## config.mk

```make
export PLATFORM = sky130hd
export DESIGN_NAME = interval_timer_ctrl_flat
export DESIGN_NICKNAME = d
export VERILOG_FILES = /design/src/rtl/timer_ctrl_pkg.sv /design/src/rtl/interval_timer_ctrl_if.sv /design/src/rtl/interval_timer_ctrl_tick_counter.sv /design/src/rtl/interval_timer_ctrl.sv /design/src/flat_wrapper.sv
export SDC_FILE = /design/constraint.sdc
export NUM_CORES = 1
export LEC_CHECK = 0
export BUFFER_PORTS_ARGS = -buffer_cell sky130_fd_sc_hd__buf_2
export CAP_MARGIN = 25
export CORE_ASPECT_RATIO = 1.1
export CORE_MARGIN = 5
export CORE_UTILIZATION = 40
export DETAILED_ROUTE_END_ITERATION = 6
export GPL_TIMING_DRIVEN = 0
export PLACE_DENSITY = 0.6
export SYNTH_ARGS = -nofsm -noshare
export SYNTH_HDL_FRONTEND = slang
export SYNTH_HIERARCHICAL = 1
export SYNTH_SLANG_ARGS = --single-unit
```

## constraint.sdc

```tcl
create_clock -name clk -period 3.8 [get_ports clk]
set_clock_uncertainty 0.15 [all_clocks]
set_input_delay 0.57 -clock clk [delete_from_list [all_inputs] [get_ports clk]]
set_output_delay 0.57 -clock clk [all_outputs]
set_load 0.02 [all_outputs]
```

## src/rtl/timer_ctrl_pkg.sv

```systemverilog
// Shared definitions for the interval timer controller.
//   timer_state_t : FSM state encoding (IDLE, RUN)
//   DEFAULT_WIDTH : default counter / period width in bits
package timer_ctrl_pkg;

  typedef enum logic {
    IDLE = 1'b0,
    RUN  = 1'b1
  } timer_state_t;

  localparam int DEFAULT_WIDTH = 8;

endpackage

```

## src/rtl/interval_timer_ctrl_if.sv

```systemverilog
// Bus bundle between a timer user (master) and interval_timer_ctrl (slave).
//   start, stop, period, auto_reload, irq_clr : requests/config from the master
//   count, busy, expired, irq, dbg_state       : registered status from the slave
// Handshake: start/stop/irq_clr are single-cycle strobes with no ready; the
// timer accepts them unconditionally on the next rising clk edge.
interface interval_timer_ctrl_if
  import timer_ctrl_pkg::*;
#(
  parameter int WIDTH = DEFAULT_WIDTH
) ();

  logic             start;
  logic             stop;
  logic [WIDTH-1:0] period;
  logic             auto_reload;
  logic             irq_clr;
  logic [WIDTH-1:0] count;
  logic             busy;
  logic             expired;
  logic             irq;
  timer_state_t     dbg_state;

  modport master (
    output start, stop, period, auto_reload, irq_clr,
    input  count, busy, expired, irq, dbg_state
  );

  modport slave (
    input  start, stop, period, auto_reload, irq_clr,
    output count, busy, expired, irq, dbg_state
  );

endinterface

```

## src/rtl/interval_timer_ctrl_tick_counter.sv

```systemverilog
// tick_counter: WIDTH-bit up counter with synchronous clear.
//   clk   : clock
//   reset : asynchronous active-low reset
//   clear : force count to 0 (has priority over inc)
//   inc   : add 1 (wraps naturally at 2^WIDTH)
//   count : current value
module tick_counter
  import timer_ctrl_pkg::*;
#(
  parameter int WIDTH = DEFAULT_WIDTH
) (
  input  logic             clk,
  input  logic             reset,
  input  logic             clear,
  input  logic             inc,
  output logic [WIDTH-1:0] count
);

  always_ff @(posedge clk or negedge reset) begin
    if (!reset) begin
      count <= '0;
    end else if (clear) begin
      count <= '0;
    end else if (inc) begin
      count <= count + WIDTH'(1);
    end
  end

endmodule

```

## src/rtl/interval_timer_ctrl.sv

```systemverilog
// interval_timer_ctrl: one-shot / periodic interval timer.
//   clk   : clock
//   reset : asynchronous active-low reset
//   bus   : interval_timer_ctrl_if.slave (start/stop/period/auto_reload/irq_clr in;
//           count/busy/expired/irq/dbg_state out, all registered)
// Optional feature: define TIMER_PRESCALE_EN to add parameter PRESCALE, making a
// count tick occur once every PRESCALE clocks instead of every clock.
module interval_timer_ctrl
  import timer_ctrl_pkg::*;
#(
  parameter int WIDTH = DEFAULT_WIDTH
`ifdef TIMER_PRESCALE_EN
  , parameter int PRESCALE = 4
`endif
) (
  input  logic                 clk,
  input  logic                 reset,
  interval_timer_ctrl_if.slave bus
);

  timer_state_t     state_q, state_d;
  logic [WIDTH-1:0] period_q;
  logic             reload_q;
  logic [WIDTH-1:0] count;
  logic             expired_q;
  logic             irq_q;
  logic             run;
  logic             tick;
  logic             advance;
  logic             wrap;
  logic             clear;
  logic             restart;

  assign run     = (state_q == RUN);
  // stop beats start; a start with stop is not a restart.
  assign restart = bus.start && !bus.stop;
  // Any start or stop in RUN pre-empts the tick, so no expiry can coincide.
  assign advance = run && tick && !bus.stop && !bus.start;
  // period - 1 in WIDTH bits makes period 0 expire at all-ones (2^WIDTH ticks).
  assign wrap    = advance && (count == (period_q - WIDTH'(1)));
  // start always clears (even when stop wins); stop clears only in RUN.
  assign clear   = bus.start || (bus.stop && run) || wrap;

`ifdef TIMER_PRESCALE_EN
  localparam int PW = (PRESCALE > 1) ? $clog2(PRESCALE) : 1;
  logic [PW-1:0] pre_q;

  assign tick = run && (pre_q == PW'(PRESCALE - 1));

  always_ff @(posedge clk or negedge reset) begin
    if (!reset) begin
      pre_q <= '0;
    end else if (bus.start || bus.stop || wrap || tick) begin
      pre_q <= '0;
    end else if (run) begin
      pre_q <= pre_q + PW'(1);
    end
  end
`else
  assign tick = run;
`endif

  tick_counter #(.WIDTH(WIDTH)) u_tick_counter (
    .clk   (clk),
    .reset (reset),
    .clear (clear),
    .inc   (advance),
    .count (count)
  );

  always_ff @(posedge clk or negedge reset) begin
    if (!reset) begin
      state_q <= IDLE;
    end else begin
      state_q <= state_d;
    end
  end

  always_comb begin
    state_d = state_q;
    case (state_q)
      IDLE: if (restart) state_d = RUN;
      RUN: begin
        if (bus.stop)                 state_d = IDLE;
        else if (bus.start)           state_d = RUN;
        else if (wrap && !reload_q)   state_d = IDLE;
      end
      default: state_d = IDLE;
    endcase
  end

  always_ff @(posedge clk or negedge reset) begin
    if (!reset) begin
      period_q  <= '0;
      reload_q  <= 1'b0;
      expired_q <= 1'b0;
      irq_q     <= 1'b0;
    end else begin
      if (restart) begin
        period_q <= bus.period;
        reload_q <= bus.auto_reload;
      end
      expired_q <= wrap;
      // irq sets on the same edge that raises expired; set beats irq_clr.
      if (wrap)             irq_q <= 1'b1;
      else if (bus.irq_clr) irq_q <= 1'b0;
    end
  end

  assign bus.count     = count;
  assign bus.busy      = run;
  assign bus.expired   = expired_q;
  assign bus.irq       = irq_q;
  assign bus.dbg_state = state_q;

endmodule

```

## src/flat_wrapper.sv

```systemverilog
// flat-port wrapper written by rule: the top's interface ports become plain ports
module interval_timer_ctrl_flat import timer_ctrl_pkg::*;
#(
  parameter int WIDTH = DEFAULT_WIDTH

)
  (clk, reset, bus_start, bus_stop, bus_period, bus_auto_reload, bus_irq_clr, bus_count, bus_busy, bus_expired, bus_irq, bus_dbg_state);
  interval_timer_ctrl_if #(.WIDTH(WIDTH)) bus_i ();
  input  logic clk;
  input  logic reset;
  input wire logic [$bits(bus_i.start)-1:0] bus_start;
  input wire logic [$bits(bus_i.stop)-1:0] bus_stop;
  input wire logic [$bits(bus_i.period)-1:0] bus_period;
  input wire logic [$bits(bus_i.auto_reload)-1:0] bus_auto_reload;
  input wire logic [$bits(bus_i.irq_clr)-1:0] bus_irq_clr;
  output wire logic [$bits(bus_i.count)-1:0] bus_count;
  output wire logic [$bits(bus_i.busy)-1:0] bus_busy;
  output wire logic [$bits(bus_i.expired)-1:0] bus_expired;
  output wire logic [$bits(bus_i.irq)-1:0] bus_irq;
  output wire logic [$bits(bus_i.dbg_state)-1:0] bus_dbg_state;
  assign bus_i.start = bus_start;
  assign bus_i.stop = bus_stop;
  assign bus_i.period = bus_period;
  assign bus_i.auto_reload = bus_auto_reload;
  assign bus_i.irq_clr = bus_irq_clr;
  assign bus_count = bus_i.count;
  assign bus_busy = bus_i.busy;
  assign bus_expired = bus_i.expired;
  assign bus_irq = bus_i.irq;
  assign bus_dbg_state = bus_i.dbg_state;
  interval_timer_ctrl #(.WIDTH(WIDTH)) u_core (.clk(clk), .reset(reset), .bus(bus_i));
endmodule
```

; Word level (Yosys, flattened, before mapping)
; Index checks and enable logic that the tools add are counted.
[totals]
in_bits = 14
output_inout_bits = 12
regBits = 20
[classes]
n_bitwise = 1
mux = 9
n_eq_ne = 1
reduce_logical = 13
n_addsub = 2
[ops]
columns = operator, count
row1 = two-way mux 8 bit, 2
row2 = "adder 8 x 1 -> 8 bit, second input constant", 1
row3 = equality test 8 bit, 1
row4 = "subtractor 8 x 1 -> 8 bit, second input constant", 1
row5 = logical AND 1 bit, 6
row6 = two-way mux 1 bit, 6
row7 = nonzero test 2 bit, 2
row8 = zero test 1 bit, 3
row9 = logical OR 1 bit, 2
row10 = one-hot mux 1 bit (2 select lines), 1
row11 = NOT 1 bit, 1

; Depth between registers and ports, before layout
[depth]
word_depth = 9
ltp_mapped = 11
ltp_nobuf = 10

; Cells and area by module
; Netlist, hierarchy kept.
[by_module_without_submodules]
columns = mod, instances, area_each_um2, cells_per_inst, seq_area_each_um2
row1 = interval_timer_ctrl, 1, 715.7, 73, 300.3
row2 = tick_counter, 1, 396.6, 37, 200.2

; Least setup slack after synthesis
; OpenSTA, ideal clock, no wires.
[synth_path]
kind = reg-to-reg
startpoint = register u_core.period_q[0]
endpoint = register u_core.u_tick_counter.count[5]
path_buffers = 1
setup_ns = 0.077
path_slack_ns = 0.951
arrival_ns = 2.622
synth_period_minus_slack_ns = 2.849
path_stages_with_launch = 12
path_cell_list = dfrtp_1 inv_1 ha_1 or3b_1 nor4_1 o2111ai_1 a311oi_2 a211o_1 buf_4 o2111ai_4 or3_1 a21oi_1
[synth_between]
elab_chain_len = 5
word_cells_on_any_way = 6
[synth_rtl]
columns = element, line
row1 = from (decl), interval_timer_ctrl.sv:22  ; logic [WIDTH-1:0] period_q;
row2 = from (signal assigned), interval_timer_ctrl.sv:100  ; period_q <= bus.period;
row3 = subtractor 8 x 1 -> 8 bit *, interval_timer_ctrl.sv:40  ; assign wrap = advance && (count == (period_q - WIDTH'(1)));
row4 = equality test 8 bit *, interval_timer_ctrl.sv:40
row5 = logical AND 1 bit *, interval_timer_ctrl.sv:40
row6 = named net u_core.wrap, interval_timer_ctrl.sv:30  ; logic wrap;
row7 = logical OR 1 bit *, interval_timer_ctrl.sv:42  ; assign clear = bus.start || (bus.stop && run) || wrap;
row8 = named net u_core.clear, interval_timer_ctrl.sv:31  ; logic clear;
row9 = two-way mux 8 bit or nonzero test 2 bit (tied branches), n/a
row10 = to (signal assigned), interval_timer_ctrl_tick_counter.sv:25  ; count <= count + WIDTH'(1);
row11 = to (decl), interval_timer_ctrl_tick_counter.sv:16  ; output logic [WIDTH-1:0] count
; The timed path passes the listed nets; every way through them passes the cells marked *.
; A chain may end at the register's enable or synchronous reset.

; Worst setup path after layout
; Ends and elaborated chain as after synthesis.

==> run metrics <==
Register-to-Register Setup Slack=0.59 ns; Peak Freq=312 MHz; number of diodes=0; Post-DRT Antenna Nets=0; die footprint=3940 sq um; post-route cell area=1320 sq um; Clock Latency Late Sink=0.30 ns; floorplan row count=20; Worst Setup End Kind=register; Clock Power Share=27.3%; routed length on met3=155 um; Max Slew Vio Count=0; Final Cycle Share=84.4%; maximum VDD drop=248 uV; Yosys top cell by area=dfrtp_1; Seq cells post-synth=20; pin count of the biggest net entering global routing=21; pwr/cell area=347 nW/um^2; top cells by area, synth=dfrtp_1 (45%), xnor2_1 (5.5%), mux2_2 (5.1%); share of cells above drive strength 1=30.2%; commonest cells in the netlist=dfrtp_1 (20), nor2_1 (11), nand2_1 (8); Max FO, Critical Path=9; Ports=26; Via Count=919; IO buf count=25; total routed wirelength=2.40 mm; total power=0.000457 W; Min-Delay Path Class=in -> async; via density per instance=5.34; most common cell in the netlist=dfrtp_1; routed length on met1=1.06 mm; Avg WL per Cell=13.9 um; Setup WS pre-CTS=0.624 ns; post_cts resized=0; PnR worst setup slack=0.593 ns; postcts setup bufs=0; grt ovf=0; Area Growth Syn to Fin=18.2%; Post-synth EDFFs=0; WL met2=1.17 mm; Worst R2R Path Depth=11; DP Area=1280 sq um; Top Layer Used=met4; vias in the first global route=899; Core ar.=2730 sq um; endpoints failing setup=0; cell internal pwr=0.000328 W; Placer Congestion=0.830; RR Startpoint=u_core/period_q[0]; Combinational Power Share=18.8%; cts hold-fix bufs=0; htree depth=1; Setup crit start kind=register; post-synthesis sequential area ratio=45.0%; initial antenna violation count=0; first-pass GRT wire length=3.93 mm; status=finished, final reports clean; CTS sink cnt=20; clk root buf=clkbuf_4; Static Leak=0.585 nW; Yosys top cell area share=45.0%; min cycle time layout=3.21 ns; Slew headroom=69.4%; starting density of the core=40.8%; Syn Inst Count=110; Die W=60.3 um; syn nets=126; worst-case clock buffer depth=2; Primary FF master, synth=dfrtp_1; Syn Std Cell Area=1110 sq um; RSZ-0062 raised after global routing=no; WP data arrival=3.29 ns; switch share=28.1%; critical setup path kind=reg -> reg; Tot GR Track Use=13.1%; synthesis warning total=6; die height=65.3 um; endpoints failing hold=0; FFs w/ async S/R, synth=100%; TritonCTS Buffers=3; maxcap violations=0; Netlist cell types=33; DRC violations left=0; DR pass1 iterations=4; CTS tree=done; Reg clk slew, reported paths=0.11 ns; detailed placer's ending HPWL=1.80 mm; switching power=0.000128 W; syn avg cell area=10.1 sq um; Reg power frac=53.9%; Worst Path Required=3.88 ns; worst reg2reg endpoint=u_core/u_tick_counter/count[5]; nets=156; TNS Setup=0 ns; Slew @ Worst Pin=0.454 ns; DRT iter0 DRCs=29
## placed cells by master, fill, tap and decap left out, types with 2 or more instances in the layout
cell	n
a211oi_1	2
a21oi_1	4
a22oi_1	2
buf_2	25
buf_4	3
clkbuf_4	3
dfrtp_1	20
ha_1	2
inv_1	5
mux2_2	5
nand2_1	8
nand3_1	3
nand4_1	3
nor2_1	11
nor3_1	2
nor3b_1	2
nor4_1	2
o21ai_0	7
or3_1	3
xnor2_1	7
xor2_1	5
## cells by family after synthesis
group	synth area share (%)
buf+inv	4.05
mux	5.96
compound gates	16.4
simple gates	16.9
xor+xnor	9.45
flops	45.0
fa+ha+maj	2.25
## metal layers
metal	up-vias	global-route usage [%]
met5	-	0
met4	0	4.16
met3	2	2.55
met2	25	22.6
met1	440	16.1
li1	452	-
## flip-flops by register name, summed over array words and instances (netlist names)
register and count:
u_core/bus.irq 1, u_core/bus.expired 1, u_core/period_q 8, u_core/bus.busy 1, u_core/u_tick_counter/count 8, u_core/reload_q 1
## power by group through the flow
stage / Clock [W] / Combinational [W] / Sequential (W)
finish: 0.000125 / 0.0000857 / 0.000246
global route: 0.000137 / 0.0000961 / 0.000249
CTS: 0.000131 / 0.0000866 / 0.000246
detailed placement: 0 / 0.0000859 / 0.000251
global placement: 0 / 0.0000835 / 0.000250
floorplan: 0 / 0.0000614 / 0.000248
## stage by stage
stage	std cells	hold WS, ns	utilization (%)
after floorplan	110	0.124	-
after global placement	168	0.317	46.9
after detailed placement	168	0.334	46.9
after CTS	172	0.0486	48.2
after global routing	172	0.0708	48.2
final	172	0.0466	48.2
## worst max-delay path, stage by stage (launching register included)
cell and delay, ns:
dfrtp_1 0.45, inv_1 0.10, ha_1 0.22, or3b_1 0.41, nor4_1 0.18, o2111ai_1 0.17
a311oi_2 0.42, a211o_1 0.16, buf_4 0.17, o2111ai_4 0.18, or3_1 0.38, a21oi_1 0.15
## worst max-delay path by stage
stage	start	endpoint	depth (start not counted)	slack (ns)
2_1_floorplan	u_core/period_q[0]	u_core/u_tick_counter/count[5]	11	0.95
3_3_place_gp	u_core/period_q[0]	u_core/u_tick_counter/count[7]	11	0.71
3_5_place_dp	u_core/period_q[0]	u_core/u_tick_counter/count[7]	11	0.62
4_1_cts	u_core/period_q[0]	u_core/u_tick_counter/count[7]	11	0.57
5_1_grt	u_core/period_q[0]	u_core/u_tick_counter/count[5]	11	0.35
6_report	u_core/period_q[0]	u_core/u_tick_counter/count[5]	11	0.59
## layout make-up
| type | count | area, sq um |
|---|---|---|
| fill | 251 | 1410 |
| multi-input combinational | 81 | 567 |
| sequential | 20 | 500 |
| timing repair buffer | 25 | 125 |
| tap | 33 | 41.3 |
| clock buffer | 4 | 36.3 |
| buffer | 4 | 26.3 |
| inverter | 5 | 18.8 |
No activity file was read; power rests on OpenSTA's default activity.
